File: src/rtl/prog_seq_pkg.sv
// Shared types for the programmable pattern sequencer: FSM states, playback
// modes and ping-pong direction encoding.
package prog_seq_pkg;

   typedef enum logic [1:0] {
      ST_PROG = 2'd0,
      ST_PLAY = 2'd1,
      ST_HOLD = 2'd2
   } state_e;

   localparam logic [1:0] MODE_LOOP     = 2'd0;
   localparam logic [1:0] MODE_ONESHOT  = 2'd1;
   localparam logic [1:0] MODE_PINGPONG = 2'd2;
   localparam logic [1:0] MODE_LOOP_ALT = 2'd3;

   localparam logic DIR_UP   = 1'b0;
   localparam logic DIR_DOWN = 1'b1;

endpackage

File: src/rtl/prog_pattern_sequencer_edge_detect.sv
// Registered rising-edge detector: one-cycle pulse, one cycle after the
// input level goes high.
module edge_detect (
   input  logic clk,
   input  logic rst,
   input  logic level,
   output logic rise
);

   logic prev_q, prev_d;
   logic rise_q, rise_d;

   always_comb begin
      prev_d = level;
      rise_d = level & ~prev_q;
   end

   always_ff @(posedge clk or posedge rst) begin
      if (rst) begin
         prev_q <= 1'b0;
         rise_q <= 1'b0;
      end else begin
         prev_q <= prev_d;
         rise_q <= rise_d;
      end
   end

   assign rise = rise_q;

endmodule

File: src/rtl/prog_pattern_sequencer.sv
// Programmable LED pattern sequencer: record patterns in PROG, play them back
// in loop / one-shot / ping-pong order. Ping-pong needs `SEQ_PINGPONG_EN.
module prog_pattern_sequencer
   import prog_seq_pkg::*;
#(
   parameter int unsigned WIDTH       = 16,
   parameter int unsigned DEPTH       = 16,
   parameter int unsigned STEP_CYCLES = 50_000_000
) (
   input  logic                     clk,
   input  logic                     rst,
   input  logic [WIDTH-1:0]         switch,
   input  logic                     enter,
   input  logic                     start,
   input  logic                     stop,
   input  logic                     clear,
   input  logic [1:0]               mode,
   output logic [WIDTH-1:0]         out_pattern,
   output logic [$clog2(DEPTH):0]   count,
   output logic                     playing,
   output logic                     full
);

   localparam int unsigned IW = $clog2(DEPTH);
   localparam int unsigned CW = IW + 1;
   localparam int unsigned TW = $clog2(STEP_CYCLES);
   localparam logic [TW-1:0] TICK_MAX = TW'(STEP_CYCLES - 1);

   logic enter_rise, start_rise, stop_rise;

   edge_detect u_enter_ed (.clk(clk), .rst(rst), .level(enter), .rise(enter_rise));
   edge_detect u_start_ed (.clk(clk), .rst(rst), .level(start), .rise(start_rise));
   edge_detect u_stop_ed  (.clk(clk), .rst(rst), .level(stop),  .rise(stop_rise));

   state_e            state_q, state_d;
   logic [IW-1:0]     idx_q, idx_d;
   logic [TW-1:0]     tick_q, tick_d;
   logic [CW-1:0]     count_q, count_d;
   logic [WIDTH-1:0]  out_q, out_d;
   logic [1:0]        mode_q, mode_d;
   logic              playing_q, playing_d;
`ifdef SEQ_PINGPONG_EN
   logic              dir_q, dir_d;
`endif
   logic [WIDTH-1:0]  store_q [DEPTH];
   logic              wr_en;
   logic              go_play;
   logic              at_end;

   assign full   = (count_q == CW'(DEPTH));
   assign at_end = ({1'b0, idx_q} == (count_q - CW'(1)));

   always_comb begin
      state_d = state_q;
      idx_d   = idx_q;
      tick_d  = tick_q;
      count_d = count_q;
      out_d   = out_q;
      mode_d  = mode_q;
`ifdef SEQ_PINGPONG_EN
      dir_d   = dir_q;
`endif
      wr_en   = 1'b0;
      go_play = 1'b0;

      unique case (state_q)
         ST_PROG: begin
            if (clear) begin
               count_d = '0;
               out_d   = '0;
            end else if (start_rise) begin
               go_play = (count_q != '0);
            end else if (enter_rise && !full) begin
               wr_en   = 1'b1;
               count_d = count_q + CW'(1);
               out_d   = switch;
            end
         end
         ST_PLAY: begin
            if (stop_rise) begin
               state_d = ST_PROG;
            end else if (tick_q == TICK_MAX) begin
               tick_d = '0;
`ifdef SEQ_PINGPONG_EN
               if (mode_q == MODE_PINGPONG) begin
                  if (count_q == CW'(1)) begin
                     idx_d = '0;
                  end else if (dir_q == DIR_UP) begin
                     if (at_end) begin
                        dir_d = DIR_DOWN;
                        idx_d = idx_q - IW'(1);
                     end else begin
                        idx_d = idx_q + IW'(1);
                     end
                  end else if (idx_q == '0) begin
                     dir_d = DIR_UP;
                     idx_d = IW'(1);
                  end else begin
                     idx_d = idx_q - IW'(1);
                  end
               end else
`endif
               if (at_end) begin
                  // one-shot parks on the last entry; every other mode wraps
                  if (mode_q == MODE_ONESHOT) state_d = ST_HOLD;
                  else                        idx_d   = '0;
               end else begin
                  idx_d = idx_q + IW'(1);
               end
               out_d = store_q[idx_d];
            end else begin
               tick_d = tick_q + TW'(1);
            end
         end
         ST_HOLD: begin
            if (stop_rise)       state_d = ST_PROG;
            else if (start_rise) go_play = (count_q != '0);
         end
         default: state_d = ST_PROG;
      endcase

      if (go_play) begin
         state_d = ST_PLAY;
         idx_d   = '0;
         tick_d  = '0;
         mode_d  = mode;
         out_d   = store_q[0];
`ifdef SEQ_PINGPONG_EN
         dir_d   = DIR_UP;
`endif
      end

      playing_d = (state_d == ST_PLAY);
   end

   always_ff @(posedge clk or posedge rst) begin
      if (rst) begin
         state_q   <= ST_PROG;
         idx_q     <= '0;
         tick_q    <= '0;
         count_q   <= '0;
         out_q     <= '0;
         mode_q    <= MODE_LOOP;
         playing_q <= 1'b0;
`ifdef SEQ_PINGPONG_EN
         dir_q     <= DIR_UP;
`endif
      end else begin
         state_q   <= state_d;
         idx_q     <= idx_d;
         tick_q    <= tick_d;
         count_q   <= count_d;
         out_q     <= out_d;
         mode_q    <= mode_d;
         playing_q <= playing_d;
`ifdef SEQ_PINGPONG_EN
         dir_q     <= dir_d;
`endif
      end
   end

   // Pattern store has no reset; contents are only meaningful below count.
   always_ff @(posedge clk) begin
      if (wr_en) store_q[count_q[IW-1:0]] <= switch;
   end

   assign out_pattern = out_q;
   assign count       = count_q;
   assign playing     = playing_q;

endmodule
File: config.mk
export PLATFORM = sky130hd
export DESIGN_NAME = prog_pattern_sequencer
export DESIGN_NICKNAME = d
export VERILOG_FILES = /design/src/rtl/prog_seq_pkg.sv /design/src/rtl/prog_pattern_sequencer_edge_detect.sv /design/src/rtl/prog_pattern_sequencer.sv
export SDC_FILE = /design/constraint.sdc
export NUM_CORES = 1
export LEC_CHECK = 0
export CAP_MARGIN = 20
export CORE_MARGIN = 4
export CORE_UTILIZATION = 57
export DETAILED_ROUTE_END_ITERATION = 16
export GPL_TIMING_DRIVEN = 1
export PLACE_DENSITY = 0.75
export SLEW_MARGIN = 10
export SYNTH_ARGS = -nofsm -noshare
export SYNTH_HDL_FRONTEND = slang
export SYNTH_HIERARCHICAL = 1
export SYNTH_SLANG_ARGS = --single-unit
File: constraint.sdc
create_clock -name clk -period 7.85 [get_ports clk]
set_input_delay 1.1775 -clock clk [delete_from_list [all_inputs] [get_ports clk]]
set_output_delay 1.1775 -clock clk [all_outputs]
set_load 0.05 [all_outputs]
==> key figures <==
Outcome
  • Status: completed

CTS
  • CTS Sinks: approximately 320
  • H-tree depth: 1
  • Clock Tree Buf Depth: 3
  • Clock-pin slew on the worst setup and hold paths: approximately 60 ps
  • Root buffer cell: clkbuf_16
  • Post-cts resize count: 0
  • Post-CTS Setup Inserts: 0
  • Skew-Pair Late Insertion Delay: between 500 and 600 ps
  • TritonCTS clock tree: built
  • CTS Buf Count: 31
  • Hold buffers post-CTS: 0

Route
  • ANT nets after route: 0
  • Number of DRC markers in iteration 0: 894
  • Total Routed Length: about 32000 um
  • Pre-Repair DR Iteration Count: 5
  • Vias: 9071
  • Via density: between 6 and 7
  • Routed len/inst: 21.5 um
  • Number of remaining DRC errors: 0

STA
  • Fmax: between 0.2 and 0.25 GHz
  • Crit share post-route: a little over half
  • Pins Over Slew Limit: 0
  • Fin Clk Skew: between 15 and 20 ps
  • Worst slew pin tran: roughly 1100 ps
  • Tmin final: between 4000 and 5000 ps
  • RSZ-0062 raised after global routing: no
  • Setup slack after layout: around 3800 ps
  • Total negative setup slack: 0 ps
  • Relative slew slack: a little over a quarter
  • Number of setup violations in the final report: 0
  • Fin. Hold Viols: 0

Critical path
  • R2R depth: 11
  • CP max-delay cell: o22a_4
  • Critical setup path kind: flip-flop to flip-flop
  • Crit path required time: ~8300 ps
  • Worst setup EP type: flip-flop
  • Worst path max stage delay: approximately 840 ps
  • Crit-path cells: inv_1 > ha_1 > nand3b_1 > a21oi_1 > o211a_4 > o22a_4 > buf_4 > mux2i_1 > a32oi_1 > nand4_1 > a31oi_1
  • Largest fanout on the critical path: between 80 and 90
  • Startpoint Class: flip-flop
  • Worst EP arrival: around 4600 ps

Synthesis
  • Mapped Area: ~14000 sq um
  • Sequential fraction of the synthesis area: between 60% and 70%
  • Cell variety after synth: 65
  • Most common flop cell mapped by yosys: edfxtp_1
  • Mapped Cells: 1106
  • Syn nets: around 1100
  • Post-synth EDFFs: between 200 and 300
  • Synth area leaders: edfxtp_1, dfrtp_1, nand2_1, nor2_1, nand3_1
  • Syn_area_per_cell: about 12 sq um
  • Synth Register Bits: ~320
  • Ys Warns: 6
  • Area leader, netlist: edfxtp_1
  • Post-synth top area share: a little under three fifths
  • Ys async rst share: 19.5%

GRT
  • Number of global-route vias before repair: 8806
  • Met2 Resource Use GR: about two fifths
  • Met3 GRT Util: about 4.5%
  • Busiest grt layer: met2
  • First-pass GRT wire length: 50000 um
  • Tot GR Track Use: approximately a quarter
  • M1 GR Usage: between 30% and 40%
  • Initial antenna violation count: 1
  • Largest net degree at the start of global routing: slightly below 90
  • GR Overflow Total: 0

Power
  • Clk pwr share: a little over a third
  • Combinational share of power: 20.3%
  • PD cells: 282 nW/um^2
  • Pleak: around 5.4 nW
  • Psw: between 1 and 1.5 mW
  • Overall Power: ~4.3 mW
  • Pint: approximately 3.1 mW
  • Sw Ratio: about 30%
  • Peak supply drop: about 0.00022 V
  • Seq pwr share: about 45%

Cells and area
  • Fin util: between 60% and 70%
  • Register area: around 9000 sq um
  • Area added between synthesis and finish: 13.5%
  • FILL cells: ~1700
  • Share of cells above drive strength 1: under 10%
  • Final nets: approximately 1200
  • Multi-input gate area: between 3000 and 4000 sq um
  • Design area: between 15000 and 20000 sq um

Die
  • # IOs: 47
  • Starting Density: between 50% and 60%
  • Die Span X: between 150 and 200 um
  • Die ar.: roughly 26000 sq um
  • FP Rows: 56
  • Core area: between 20000 and 25000 sq um
  • Die Y: 162 um

Job
  • Maxcap violations: 0

Place
  • Gpl congestion: around 0.8
  • Placed inst area: 14400 sq um
  • Port Buf Inserts: 46
  • DP Worst Slack: approximately 3500 ps
  • Detailed placement HPWL: roughly 19000 um

Hold path
  • Min-Delay Path Depth: 1
  • Min-Delay Path Class: flip-flop to flip-flop
==> final timing paths <==
kind                                         from                 to  slack [ps]
worst max-delay path                     count[0]     out_pattern[3]        3760
worst min-delay path            u_start_ed/prev_q    u_start_ed/rise         450
worst max register to register           count[0]     out_pattern[3]        3760
worst min register to register  u_start_ed/prev_q    u_start_ed/rise         450
max in group asynchronous                     rst    out_pattern[13]        6060
min in group asynchronous                     rst  u_enter_ed/prev_q         870
==> power groups by stage <==
stage	Clock, mW	Combinational (mW)	Sequential (mW)
2_1_floorplan	0	0.552	2.04
3_3_place_gp	0	0.859	1.98
3_5_place_dp	0	0.878	1.98
4_1_cts	1.53	0.881	1.95
5_1_grt	1.60	0.963	1.96
6_report	1.51	0.883	1.95
==> layer usage <==
layer,share of wire [%],vias to the layer above
met2,49,409
li1,-,4135
met1,39,4439
met4,4.1,0
met3,7.7,88
met5,0,-
==> kinds of logic after synthesis <==
logic type      synth area share, %
fa+ha+maj                     0.645
simple gates                   16.1
xor+xnor                       1.54
flops                          68.1
mux                            1.66
buf+inv                        2.85
compound gates                 9.15
==> cells in the mapped netlist, drive strengths merged (6+ instances only) <==
library cell and count:
a21oi 49, a31oi 20, a32oi 34, and3 7, buf 39, clkbuf 19, dfrtp 62, edfxtp 256
ha 7, inv 11, mux2i 18, nand2 200, nand2b 7, nand3 59, nand4 27, nor2 136
nor2b 11, o211ai 18, o21ai 50, or2 6, or3 6, xnor2 9, xor2 14
==> final cells by class <==
class	count	area share, %
clock buffers	49	5.93
repair buffers	73	4.45
flip-flops and latches	318	59.9
diodes	2	0.0325
inverters	11	0.268
multi-input cells	718	25.9
well taps	319	2.59
clock inverters	9	0.877
==> worst max-delay path, delay by kind of cell, from the launching register on <==
kind            cells  cell delay (ps)
buf+inv             2              730
compound gates      5             1940
flops               1              510
fa+ha+maj           1              280
mux                 1              140
simple gates        2              340
==> flip-flops by register name, indices dropped and copies added (netlist names) <==
register,count
u_enter_ed/prev_q,1
u_stop_ed/prev_q,1
state_q,2
u_stop_ed/rise,1
idx_q,4
mode_q,2
tick_q,26
u_start_ed/rise,1
u_start_ed/prev_q,1
count,5
playing,1
u_enter_ed/rise,1
store_q,256
out_pattern,16
==> placed cells by master (no fill, tap or decap), types with 7 or more instances in the layout <==
| cell | instances |
|---|---|
| o211ai_1 | 18 |
| nor2b_1 | 8 |
| nor2_1 | 125 |
| xnor2_1 | 9 |
| o21ai_0 | 49 |
| nand2_1 | 200 |
| dfrtp_1 | 62 |
| clkbuf_1 | 11 |
| mux2i_1 | 18 |
| clkdlybuf4s50_1 | 46 |
| nand4_1 | 27 |
| xor2_1 | 13 |
| nand2b_1 | 7 |
| buf_4 | 24 |
| inv_1 | 10 |
| a31oi_1 | 19 |
| a21oi_1 | 48 |
| clkbuf_8 | 7 |
| nand3_1 | 59 |
| clkbuf_16 | 31 |
| a32oi_1 | 33 |
| edfxtp_1 | 256 |
| ha_1 | 7 |
| nor2_2 | 11 |
==> per-stage QoR <==
step           instances  hold WS (ps)
2_1_floorplan       1106           429
3_3_place_gp        1435           432
3_5_place_dp        1439           442
4_1_cts             1497           453
5_1_grt             1498           469
6_report            1499           451
(Power assumes the default switching activity.)
